## src/rtl/quad_step_decoder.sv

```systemverilog
// Quadrature encoder front end: synchronises, glitch-filters and Gray-decodes
// the raw A/B/button pins into single-cycle up/down/load/err command pulses.
module quad_step_decoder #(
    parameter int unsigned FILTER_LEN = 4,
    parameter int unsigned FILTER_W   = 3,
    parameter int unsigned ARM_CYCLES = 8
) (
    input  logic clk,
    input  logic reset,
    input  logic enc_a,
    input  logic enc_b,
    input  logic enc_btn,
    output logic up,
    output logic down,
    output logic load,
    output logic err
);

    localparam int unsigned ArmW = $clog2(ARM_CYCLES + 1);

    // Channel bit positions within the 3-bit input vectors
    localparam int unsigned ChA   = 2;
    localparam int unsigned ChB   = 1;
    localparam int unsigned ChBtn = 0;

    typedef enum logic [1:0] {
        StepNone,
        StepUp,
        StepDown,
        StepErr
    } step_e;

    logic [2:0]          w_raw;
    logic [2:0]          r_sync1;
    logic [2:0]          r_sync2;
    logic [2:0]          r_filt;
    logic [2:0]          w_filt_d;
    logic [FILTER_W-1:0] r_cnt   [3];
    logic [FILTER_W-1:0] w_cnt_d [3];
    logic [1:0]          r_state;
    logic                r_btn_prev;
    logic [ArmW-1:0]     r_arm_cnt;
    logic                w_armed;
    step_e               w_step;
    logic                r_up;
    logic                r_down;
    logic                r_err;
    logic                r_load;

    assign w_raw   = {enc_a, enc_b, enc_btn};
    assign w_armed = (r_arm_cnt == ArmW'(ARM_CYCLES));

    // Two-flop synchronisers for all raw pins
    always_ff @(posedge clk or negedge reset) begin
        if (!reset) begin
            r_sync1 <= '0;
            r_sync2 <= '0;
        end else begin
            r_sync1 <= w_raw;
            r_sync2 <= r_sync1;
        end
    end

    // Filter next state: accept a new level only after FILTER_LEN differing samples
    always_comb begin
        for (int i = 0; i < 3; i++) begin
            w_filt_d[i] = r_filt[i];
            w_cnt_d[i]  = '0;
            if (r_sync2[i] != r_filt[i]) begin
                if (r_cnt[i] == FILTER_W'(FILTER_LEN - 1)) begin
                    w_filt_d[i] = r_sync2[i];
                end else begin
                    w_cnt_d[i] = r_cnt[i] + 1'b1;
                end
            end
        end
    end

    // Filtered values and their run counters
    always_ff @(posedge clk or negedge reset) begin
        if (!reset) begin
            r_filt <= '0;
            for (int i = 0; i < 3; i++) begin
                r_cnt[i] <= '0;
            end
        end else begin
            r_filt <= w_filt_d;
            for (int i = 0; i < 3; i++) begin
                r_cnt[i] <= w_cnt_d[i];
            end
        end
    end

    // Gray decode of previous {a,b} against the current filtered {a,b}
    always_comb begin
        w_step = StepNone;
        case ({r_state, r_filt[ChA], r_filt[ChB]})
            4'b00_01, 4'b01_11, 4'b11_10, 4'b10_00: w_step = StepUp;
            4'b00_10, 4'b10_11, 4'b11_01, 4'b01_00: w_step = StepDown;
            4'b00_11, 4'b11_00, 4'b01_10, 4'b10_01: w_step = StepErr;
            default:                                 w_step = StepNone;
        endcase
    end

    // Arm counter saturates once the post-reset quiet period has elapsed
    always_ff @(posedge clk or negedge reset) begin
        if (!reset) begin
            r_arm_cnt <= '0;
        end else if (!w_armed) begin
            r_arm_cnt <= r_arm_cnt + 1'b1;
        end
    end

    // Decoder history tracks filtered values even while unarmed; pulses are gated by arming
    always_ff @(posedge clk or negedge reset) begin
        if (!reset) begin
            r_state    <= '0;
            r_btn_prev <= 1'b0;
            r_up       <= 1'b0;
            r_down     <= 1'b0;
            r_err      <= 1'b0;
            r_load     <= 1'b0;
        end else begin
            r_state    <= {r_filt[ChA], r_filt[ChB]};
            r_btn_prev <= r_filt[ChBtn];
            r_up       <= w_armed && (w_step == StepUp);
            r_down     <= w_armed && (w_step == StepDown);
            r_err      <= w_armed && (w_step == StepErr);
            r_load     <= w_armed && r_filt[ChBtn] && !r_btn_prev;
        end
    end

    assign up   = r_up;
    assign down = r_down;
    assign err  = r_err;
    assign load = r_load;

endmodule

```

## config.mk

```make
export PLATFORM = sky130hd
export DESIGN_NAME = quad_step_decoder
export DESIGN_NICKNAME = d
export VERILOG_FILES = /design/src/rtl/quad_step_decoder.sv
export SDC_FILE = /design/constraint.sdc
export NUM_CORES = 1
export LEC_CHECK = 0
export ABC_AREA = 1
export BUFFER_PORTS_ARGS = -buffer_cell sky130_fd_sc_hd__buf_2
export CAP_MARGIN = 10
export CELL_PAD_IN_SITES_DETAIL_PLACEMENT = 1
export CELL_PAD_IN_SITES_GLOBAL_PLACEMENT = 1
export CORE_MARGIN = 3
export CORE_UTILIZATION = 40
export DETAILED_ROUTE_END_ITERATION = 16
export PLACE_DENSITY = 0.78
export SLEW_MARGIN = 20
export SYNTH_ARGS = -nofsm -noshare
export SYNTH_HDL_FRONTEND = slang
export SYNTH_SLANG_ARGS = --single-unit
```

## constraint.sdc

```tcl
create_clock -name clk -period 1.1 [get_ports clk]
set_clock_uncertainty 0.1 [all_clocks]
set_input_delay 0 -clock clk [delete_from_list [all_inputs] [get_ports clk]]
set_output_delay 0 -clock clk [all_outputs]
set_load 0.02 [all_outputs]
```

==> metrics.cfg, run 1 <==
[status]
status=finished, violations left
violations=negative setup slack

[clock_tree]
path_clk_slew_ns=0.08
clock_path_buffers=2
cts_tree=built
worstSkewPairLatency_ns=0.32
cts_buffers=5
ctsHtreeMaxLevel=2
cts.sinks=29
ctsRootBufferMaster=clkbuf_4

[setup_path]
worstPathMaxFanout=7
ff2ff_setup_slack_ns=-0.17
crit_path_end_kind=flip-flop
path_cells=inv_2 > ha_4 > nand2_4 > nor2_4 > buf_4 > a21oi_1
crit_slowest_cell=dfrtp_1
timing.rr.end=r_arm_cnt[1]
critPathLaunchType=flip-flop
required_ns=1.21
reg2regPathDepth=6
critPathMaxStageDelay_ns=0.41
r2r-start=r_arm_cnt[0]
cp.arrival_ns=1.38
criticalPathCategory=reg2reg

[yosys]
synth_area_mm2=0.00113
synth_top_area_share=0.644
synthCells=103
yosys.area.top_type=dfrtp_1
synth_cell_types=15
synthTopCellsByArea=dfrtp_1 (64%), nand2_1 (6.3%), ha_1 (5.6%)
syn_area_per_cell_um2=10.9
syn-num-nets=113
yosysSeqAreaShare=0.644
synth_seq_cells=29
synth-warning-count=0

[place]
dp.cells=146
gp_congestion=0.720
hpwl_mm=1.44
port_buffers=8

[layout]
drive_gt1_frac=0.341
nets=142
utilization=0.573
antennaDiodeCount=0
instances_no_fill=162
syn_to_final_growth_pct=30.7

[floorplan]
die-height_um=59.1
initial_core_util=0.439
die_w_um=59.1
fp-row-count=18
coreArea_mm2=0.00257
pin_count=9
dieArea_mm2=0.00349

[timing]
min_period_ns=1.27
worst_pin_slew_ns=0.358
max_slew_margin=0.761
report.final.setup_viol=7
whs_ns=0.105
period_share=1.15
slew_violations=0
finalHoldViolations=0
fmax_mhz=787
setup_ws_ns=-0.170
rsz0062_at_grt=true

[route]
vias=782
drt_wl_total_mm=2.09
initialDrtViolationCount=14
route.detailed.drc=0
wire_per_inst_um=12.9
viasPerCell=4.83
drtAntennaViolNets=0
dr.pass1.iters=3

[global_route]
grt_overflow_total=0
grt_pass1_vias=807
grt_util_all_layers=0.148
grt_pass1_wl_mm=3.63
grt_max_degree=30
antenna_found_initial=0

[power]
p_leak_nw=0.726
vdd_ir_drop_max_mv=1.18
powerDensity_mw_per_mm2=2300

[worst_hold_path]
worstHoldPathType=in2async

[job]
max_cap_viol_count=0

==> through the flow <==
stage / area, µm² / setup TNS [ns] / power [mW] / setup slack (ns)
after floorplan: 1140 / -0.155 / 2.26 / -0.0538
after global placement: 1260 / -0.360 / 2.46 / -0.0733
after detailed placement: 1260 / -0.822 / 2.57 / -0.133
after CTS: 1400 / -0.758 / 3.29 / -0.132
after global routing: 1470 / -1.60 / 3.72 / -0.258
final: 1470 / -0.905 / 3.38 / -0.170
==> cell usage in the layout (no fill, tap or decap), types with 2 or more instances in the layout <==
| master | n |
|---|---|
| nor2_1 | 9 |
| buf_2 | 8 |
| xnor2_2 | 3 |
| clkbuf_4 | 5 |
| xnor2_1 | 2 |
| dlygate4sd3_1 | 4 |
| nand2_2 | 2 |
| dfrtp_1 | 29 |
| ha_2 | 2 |
| inv_2 | 3 |
| nor3_1 | 3 |
| ha_4 | 2 |
| a21oi_1 | 3 |
| nand2_1 | 16 |
| nand3_2 | 2 |
| nor2_2 | 2 |
| buf_4 | 9 |
| nor3b_2 | 2 |
| inv_1 | 8 |
| nand3_1 | 10 |
==> layout make-up <==
class                      instances  area [µm²]
clock buffer                       7        55.1
fill                             277        1100
multi-input combinational         63         453
sequential                        29         726
tap                               30        37.5
timing repair buffer              22         159
inverter                          11        41.3
==> state kept, by name, summed over array words and instances (netlist names), 2 cells and up <==
name / cells
r_arm_cnt: 4
r_cnt: 9
r_filt: 3
r_state: 2
r_sync1: 3
r_sync2: 3
==> metal layers <==
| layer | track usage | vias up | wire (µm) |
|---|---|---|---|
| met5 | 0 | - | 0 |
| met4 | 0.0874 | 0 | 18 |
| met1 | 0.161 | 385 | 900 |
| met3 | 0.0654 | 2 | 81 |
| met2 | 0.237 | 11 | 1090 |
| li1 | - | 384 | - |
==> where the power goes <==
part | internal [mW] | total (mW) | switching [mW]
combinational | 0.533 | 1.22 | 0.682
sequential | 1.33 | 1.54 | 0.210
clock | 0.301 | 0.622 | 0.321
==> worst max-delay path by stage <==
| stage | from | end | slack [ns] |
|---|---|---|---|
| 6_report | r_arm_cnt[0] | r_arm_cnt[1] | -0.17 |
| 5_1_grt | r_arm_cnt[1] | up | -0.26 |
| 4_1_cts | r_arm_cnt[0] | up | -0.13 |
| 3_5_place_dp | r_arm_cnt[0] | up | -0.13 |
| 3_3_place_gp | r_arm_cnt[1] | up | -0.07 |
| 2_1_floorplan | r_arm_cnt[1] | up | -0.05 |
==> cells in the mapped netlist <==
cell	number
dfrtp_1	29
nand2_1	19
nand3_1	11
inv_1	10
nor2_1	10
ha_1	5
xnor2_1	5
a21oi_1	3
nor3_1	3
nor3b_1	3
inv_2	1
nand3_2	1
nor2_2	1
nor2_4	1
xor2_1	1
==> cell families after synthesis <==
family | Yosys count | share of synthesized area
AOI/OAI and AO/OA | 3 | 0.0133
xor gates and xnor gates | 6 | 0.0467
adders and majority gates | 5 | 0.0556
buffers and inverters | 11 | 0.0367
DFF | 29 | 0.644
and+or+nand+nor | 49 | 0.203
==> repair_timing <==
action,CTS,global route
buffers inserted,1,4
cloned,0,0
hold buffers,4,0
pin swaps,5,5
hold endpoints to repair,32,0
resized for setup,9,8
setup endpoints to repair,10,16
==> critical path: cells and delay by family (launching register included) <==
| kind | cells | cell delay, ns |
|---|---|---|
| adder cells (fa/ha/maj) | 1 | 0.13 |
| flip-flops | 1 | 0.41 |
| AO/OA/AOI/OAI | 1 | 0.05 |
| buffers and inverters | 2 | 0.23 |
| AND/OR/NAND/NOR | 2 | 0.24 |
No activity file was read; power rests on OpenSTA's default activity.
==> run 2: changes to the inputs <==
--- a/config.mk
+++ b/config.mk
@@ -11,9 +11,9 @@
 export CELL_PAD_IN_SITES_DETAIL_PLACEMENT = 1
 export CELL_PAD_IN_SITES_GLOBAL_PLACEMENT = 1
 export CORE_MARGIN = 3
-export CORE_UTILIZATION = 40
+export CORE_UTILIZATION = 48
 export DETAILED_ROUTE_END_ITERATION = 16
-export PLACE_DENSITY = 0.78
+export PLACE_DENSITY = 0.87
 export SLEW_MARGIN = 20
 export SYNTH_ARGS = -nofsm -noshare
 export SYNTH_HDL_FRONTEND = slang
==> constraint.sdc (replaced) <==
create_clock -name clk -period 1.6 [get_ports clk]
set_clock_uncertainty 0.1 [all_clocks]
set_input_delay 0 -clock clk [delete_from_list [all_inputs] [get_ports clk]]
set_output_delay 0 -clock clk [all_outputs]
set_load 0.02 [all_outputs]
==> run 2 against run 1 <==
Against the previous run: critical endpoint is now up; power decreased by 30%; cell area decreased by 9.7%; die area decreased by 15%; global-route usage increased by 3.3 points; worst setup slack improved by 0.44 ns; the run now ends clean; clock power increased by 2%; register-to-register slack improved by 0.44 ns.
==> metrics.cfg, run 2 (synthesis results as in run 1) <==
[timing]
fmax_mhz=752
period_share=0.831
slew_violations=0
worst_pin_slew_ns=0.623
report.final.setup_viol=0
whs_ns=0.106
rsz0062_at_grt=false
fin_tns_setup_ns=0
min_period_ns=1.33
finalHoldViolations=0
max_slew_margin=0.585

[setup_path]
cp.arrival_ns=1.49
required_ns=1.76
r2r-start=r_arm_cnt[0]
worstPathMaxFanout=7
crit_path_end_kind=flip-flop
reg2regPathDepth=6
criticalPathCategory=reg2reg
critPathLaunchType=flip-flop
timing.rr.end=up
ff2ff_setup_slack_ns=0.27

[layout]
nets=132
largest_reg_flops=9
largest-register=r_cnt
reg_top3=r_cnt: 9 flops, r_arm_cnt: 4 flops
instances_no_fill=150
layout_commonest_cell=dfrtp_1
drive_gt1_frac=0.163
antennaDiodeCount=0
final_cell_mix=dfrtp_1 (29), nand2_1 (19), nand3_1 (11)
syn_to_final_growth_pct=18.0

[route]
wl_met1_um=854
viasPerCell=4.94
vias=741
dr_wl_met2_um=954
wire_per_inst_um=13.1
drtAntennaViolNets=0
dr.pass1.iters=3
wl_met3_um=106
drt_wl_total_mm=1.97
top_layer_used=met4
route.detailed.drc=0
initialDrtViolationCount=3

[worst_hold_path]
worstHoldPathType=in2async

[power]
swShare=0.349
p_int_mw=1.55
power_frac_comb=0.292
pwr-share-seq=0.442
p_clk_frac=0.266
vdd_ir_drop_max_mv=1.27
powerDensity_mw_per_mm2=1790
p_leak_nw=0.670
power_switching_uw=833

[floorplan]
pin_count=9
die_w_um=54.4
die-height_um=54.4
fp-row-count=16
coreArea_mm2=0.00208
dieArea_mm2=0.00296
initial_core_util=0.541

[global_route]
grt_overflow_total=0
grt_util_all_layers=0.181
grt_pass1_wl_mm=3.53
grt_pass1_vias=801
antenna_found_initial=0
grt_max_degree=30

[place]
gp_congestion=0.829
port_buffers=8
hpwl_mm=1.46
dp.cells=138

[clock_tree]
cts_resized=0
cts.sinks=29
worstSkewPairLatency_ns=0.33
cts_tree=built
clock_path_buffers=2
cts_buffers=5
ctsRootBufferMaster=clkbuf_4
ctsHtreeMaxLevel=2
path_clk_slew_ns=0.09

[job]
max_cap_viol_count=0

[status]
status=finished, final reports clean

==> run 2: cell count changes in the layout (fill, tap and decap cells not counted), moves of 2 or more <==
cell,previous run,this run
buf_4,9,0
nor3b_2,2,0
ha_1,1,5
ha_4,2,0
inv_1,8,10
inv_2,3,1
nand2_2,2,0
xnor2_2,3,0
nor3b_1,0,3
nand2_1,16,19
ha_2,2,0
xnor2_1,2,5
==> run 2: area by class of cell <==
| class | count | area (µm²) |
|---|---|---|
| clock buffer | 6 | 51.3 |
| clock inverter | 2 | 37.5 |
| fill | 234 | 753 |
| inverter | 11 | 41.3 |
| multi-input combinational | 63 | 359 |
| sequential | 29 | 726 |
| tap | 27 | 33.8 |
| timing repair buffer | 12 | 80.1 |
==> run 2: worst max path at each step <==
stage / start / to / slack (ns) / cells after the start
after floorplan: r_arm_cnt[0] / up / 0.44 / 6
final: r_arm_cnt[0] / up / 0.27 / 6
after global routing: r_arm_cnt[0] / down / 0.15 / 6
after CTS: r_arm_cnt[0] / up / 0.25 / 6
after global placement: r_arm_cnt[0] / down / 0.39 / 6
after detailed placement: r_arm_cnt[0] / up / 0.28 / 6
==> run 2: routing by layer <==
| layer | GRT usage | vias up |
|---|---|---|
| met5 | 0 | - |
| met4 | 0.0996 | 0 |
| met3 | 0.0899 | 5 |
| met2 | 0.271 | 13 |
| met1 | 0.211 | 359 |
| li1 | - | 364 |
==> run 2: critical path: stages (launching register included) <==
cell and delay, ns:
dfrtp_1 0.41, inv_1 0.11, ha_1 0.15, nand2_1 0.09, nor2_4 0.18, nand3_2 0.11, nor2_1 0.11
==> run 2: stage by stage <==
| step | util | setup slack (ns) | power [mW] | area, µm² |
|---|---|---|---|---|
| 4_1_cts | 0.638 | 0.254 | 2.41 | 1330 |
| 2_1_floorplan | - | 0.437 | 1.55 | 1130 |
| 5_1_grt | 0.638 | 0.153 | 2.59 | 1330 |
| 3_5_place_dp | 0.576 | 0.277 | 1.77 | 1200 |
| 6_report | 0.638 | 0.271 | 2.38 | 1330 |
| 3_3_place_gp | 0.576 | 0.392 | 1.68 | 1200 |
==> run 2: power by group through the flow <==
stage	logic [mW]	clock network [mW]	registers, mW
4_1_cts	0.708	0.650	1.06
5_1_grt	0.814	0.698	1.08
3_3_place_gp	0.639	0	1.05
2_1_floorplan	0.463	0	1.09
6_report	0.697	0.634	1.05
3_5_place_dp	0.698	0	1.07
==> run 2: repair_timing <==
action / in CTS / in global routing
hold endpoints to repair: 32 / 0
hold buffers: 4 / 0
buffers inserted: 0 / 0
==> run 3: changes to the inputs <==
--- a/config.mk
+++ b/config.mk
@@ -5,15 +5,15 @@
 export SDC_FILE = /design/constraint.sdc
 export NUM_CORES = 1
 export LEC_CHECK = 0
-export ABC_AREA = 1
+export ABC_AREA = 0
 export BUFFER_PORTS_ARGS = -buffer_cell sky130_fd_sc_hd__buf_2
 export CAP_MARGIN = 10
 export CELL_PAD_IN_SITES_DETAIL_PLACEMENT = 1
 export CELL_PAD_IN_SITES_GLOBAL_PLACEMENT = 1
 export CORE_MARGIN = 3
-export CORE_UTILIZATION = 48
+export CORE_UTILIZATION = 47
 export DETAILED_ROUTE_END_ITERATION = 16
-export PLACE_DENSITY = 0.87
+export PLACE_DENSITY = 0.82
 export SLEW_MARGIN = 20
 export SYNTH_ARGS = -nofsm -noshare
 export SYNTH_HDL_FRONTEND = slang
==> constraint.sdc (replaced) <==
create_clock -name clk -period 1.3 [get_ports clk]
set_clock_uncertainty 0.1 [all_clocks]
set_input_delay 0 -clock clk [delete_from_list [all_inputs] [get_ports clk]]
set_output_delay 0 -clock clk [all_outputs]
set_load 0.02 [all_outputs]
==> run 3 against run 2 <==
Against the previous run: cell count down 19%; worst setup slack worse by 0.22 ns; routed wire length down 13%; sequential share of layout area down 0.56 points; global-route usage down 2.6 points; largest cell class unchanged.
==> metrics.cfg, run 3 <==
[route]
drt_wl_total_mm=1.72
vias=608
initialDrtViolationCount=2
wire_per_inst_um=14.1
route.detailed.drc=0
viasPerCell=4.98
drtAntennaViolNets=0
dr.pass1.iters=3

[layout]
utilization=0.657
drive_gt1_frac=0.368
largest-register=r_cnt
layout_commonest_cell=dfrtp_1
reg_top3=r_cnt: 9 flops, r_arm_cnt: 4 flops
syn_to_final_growth_pct=26.2
nets=105
nFillCells=202
instances_no_fill=122
fin_area_mm2=0.00134
largest_reg_flops=9
antennaDiodeCount=0
final_cell_mix=dfrtp_1 (29), buf_2 (8), xnor2_1 (7)

[global_route]
grt_max_degree=30
antenna_found_initial=0
grt_overflow_total=0
grt_util_all_layers=0.155
grt_pass1_vias=637
grt_pass1_wl_mm=2.93

[timing]
worst_pin_slew_ns=0.603
whs_ns=0.118
slew_violations=0
min_period_ns=1.24
max_slew_margin=0.598
fmax_mhz=803
report.final.setup_viol=0
finalHoldViolations=0
setup_ws_ns=0.0554
fin_tns_setup_ns=0
period_share=0.957

[place]
placed_cell_area_mm2=0.00117
dp.cells=108
gp_congestion=0.722
port_buffers=8
dpl_worst_slack_ns=-0.0165
hpwl_mm=1.20

[setup_path]
cp.arrival_ns=1.35
critPathLaunchType=flip-flop
cp.depth=3
path_cells=ha_1 > nor2b_4 > mux2_2
crit_path_end_kind=flip-flop
criticalPathCategory=reg2reg
cp.buffers_inverters=0
reg2regPathDepth=3
worstPathMaxFanout=3
crit_family=flip-flops
required_ns=1.41
crit_slowest_cell=dfrtp_1
critPathMaxStageDelay_ns=0.36

[clock_tree]
worstSkewPairLatency_ns=0.31
clock_path_buffers=2
cts.sinks=29
cts_tree=built
path_clk_slew_ns=0.08
cts_buffers=5
ctsHtreeMaxLevel=2
ctsRootBufferMaster=clkbuf_4

[yosys]
synth_edf_count=0
syn-num-nets=79
muxShareOfSynthArea=0.0424
synth_adder_area_share=0.0588
synth_top_family_by_area=simple AND/OR/NAND/NOR gates
synthCells=69
synth_top_area_share=0.682
synthXorXnorAreaFrac=0.0824
synth_area_mm2=0.00106
synth_top_flop_cell=dfrtp_1
yosys.area.top_type=dfrtp_1
ys_top_cells_by_count=dfrtp_1 (29), xnor2_1 (8), nor3b_1 (6), ha_1 (5), nor3_1 (5)
yosys.area_share.simple=0.127
synthTopCellsByArea=dfrtp_1 (68%), xnor2_1 (6.6%), ha_1 (5.9%)
synth_cell_types=13
syn_area_per_cell_um2=15.4
yosysSeqAreaShare=0.682
synth-compound-area-share=0
synth-warning-count=0
ys_async_sr_fraction=1.00
synth_seq_cells=29
yosys.cell_count.top_type=dfrtp_1

[worst_hold_path]
worstHoldPathType=in2async

[power]
vdd_ir_drop_max_mv=0.979
report.power.total_mw=2.51
p_leak_nw=0.644
powerDensity_mw_per_mm2=1870

[job]
max_cap_viol_count=0

[floorplan]
coreArea_mm2=0.00204
die_w_um=53.6
fp-row-count=16
initial_core_util=0.521
pin_count=9
die-height_um=53.6
dieArea_mm2=0.00287

[status]
status=finished, final reports clean

==> run 3: changes by cell type after synthesis, moves of 4 or more <==
cell,before,now
inv_1,10,2
nand3_1,11,1
nor2b_1,0,4
nor2_1,10,0
nand2_1,19,0
mux2_2,0,4
==> run 3: kinds of logic after synthesis <==
| logic type | count (synthesis) |
|---|---|
| muxes | 4 |
| buffers and inverters | 2 |
| and+or+nand+nor | 19 |
| adders and majority gates | 5 |
| DFF | 29 |
| xor gates and xnor gates | 10 |
==> run 3: final cells by class <==
class	count	area (µm²)	share of cell area
Multi-Input combinational cell	38	384	0.286
Tap cell	27	33.8	0.0252
Clock buffer	7	55.1	0.0410
Timing Repair Buffer	19	136	0.102
Inverter	2	7.51	0.00559
Sequential cell	29	726	0.541
==> run 3: timing repair <==
item | in CTS | in global routing
buffers inserted | 0 | 3
pin swaps | 0 | 2
gates resized for setup | 6 | 9
hold buffers | 4 | 0
setup endpoints to repair | 8 | 7
endpoints found under the hold margin | 32 | 0
==> run 3: layer usage <==
metal / global-route usage / wire length (µm) / up-vias
met5: 0 / 0 / -
met4: 0.0894 / 42 / 0
met3: 0.0748 / 93 / 6
met2: 0.259 / 908 / 12
met1: 0.157 / 679 / 306
li1: - / - / 284
==> run 3: final timing paths <==
kind                       slack [ns]       start      endpoint
max reg2reg                      0.06    r_cnt[3]     r_filt[1]
max in group asynchronous        0.59       reset    r_sync2[0]
min in group clk                 0.23       enc_a    r_sync1[2]
min                              0.12       reset  r_arm_cnt[3]
max                              0.06    r_cnt[3]     r_filt[1]
min reg2reg                      0.26  r_sync1[0]    r_sync2[0]
==> run 3: power breakdown <==
part / total (mW) / internal (mW) / switching, mW / leakage (nW)
logic: 0.700 / 0.378 / 0.322 / 0.249
clock network: 0.522 / 0.255 / 0.268 / 0.0314
registers: 1.29 / 1.13 / 0.157 / 0.364
total: 2.51 / 1.77 / 0.747 / 0.644
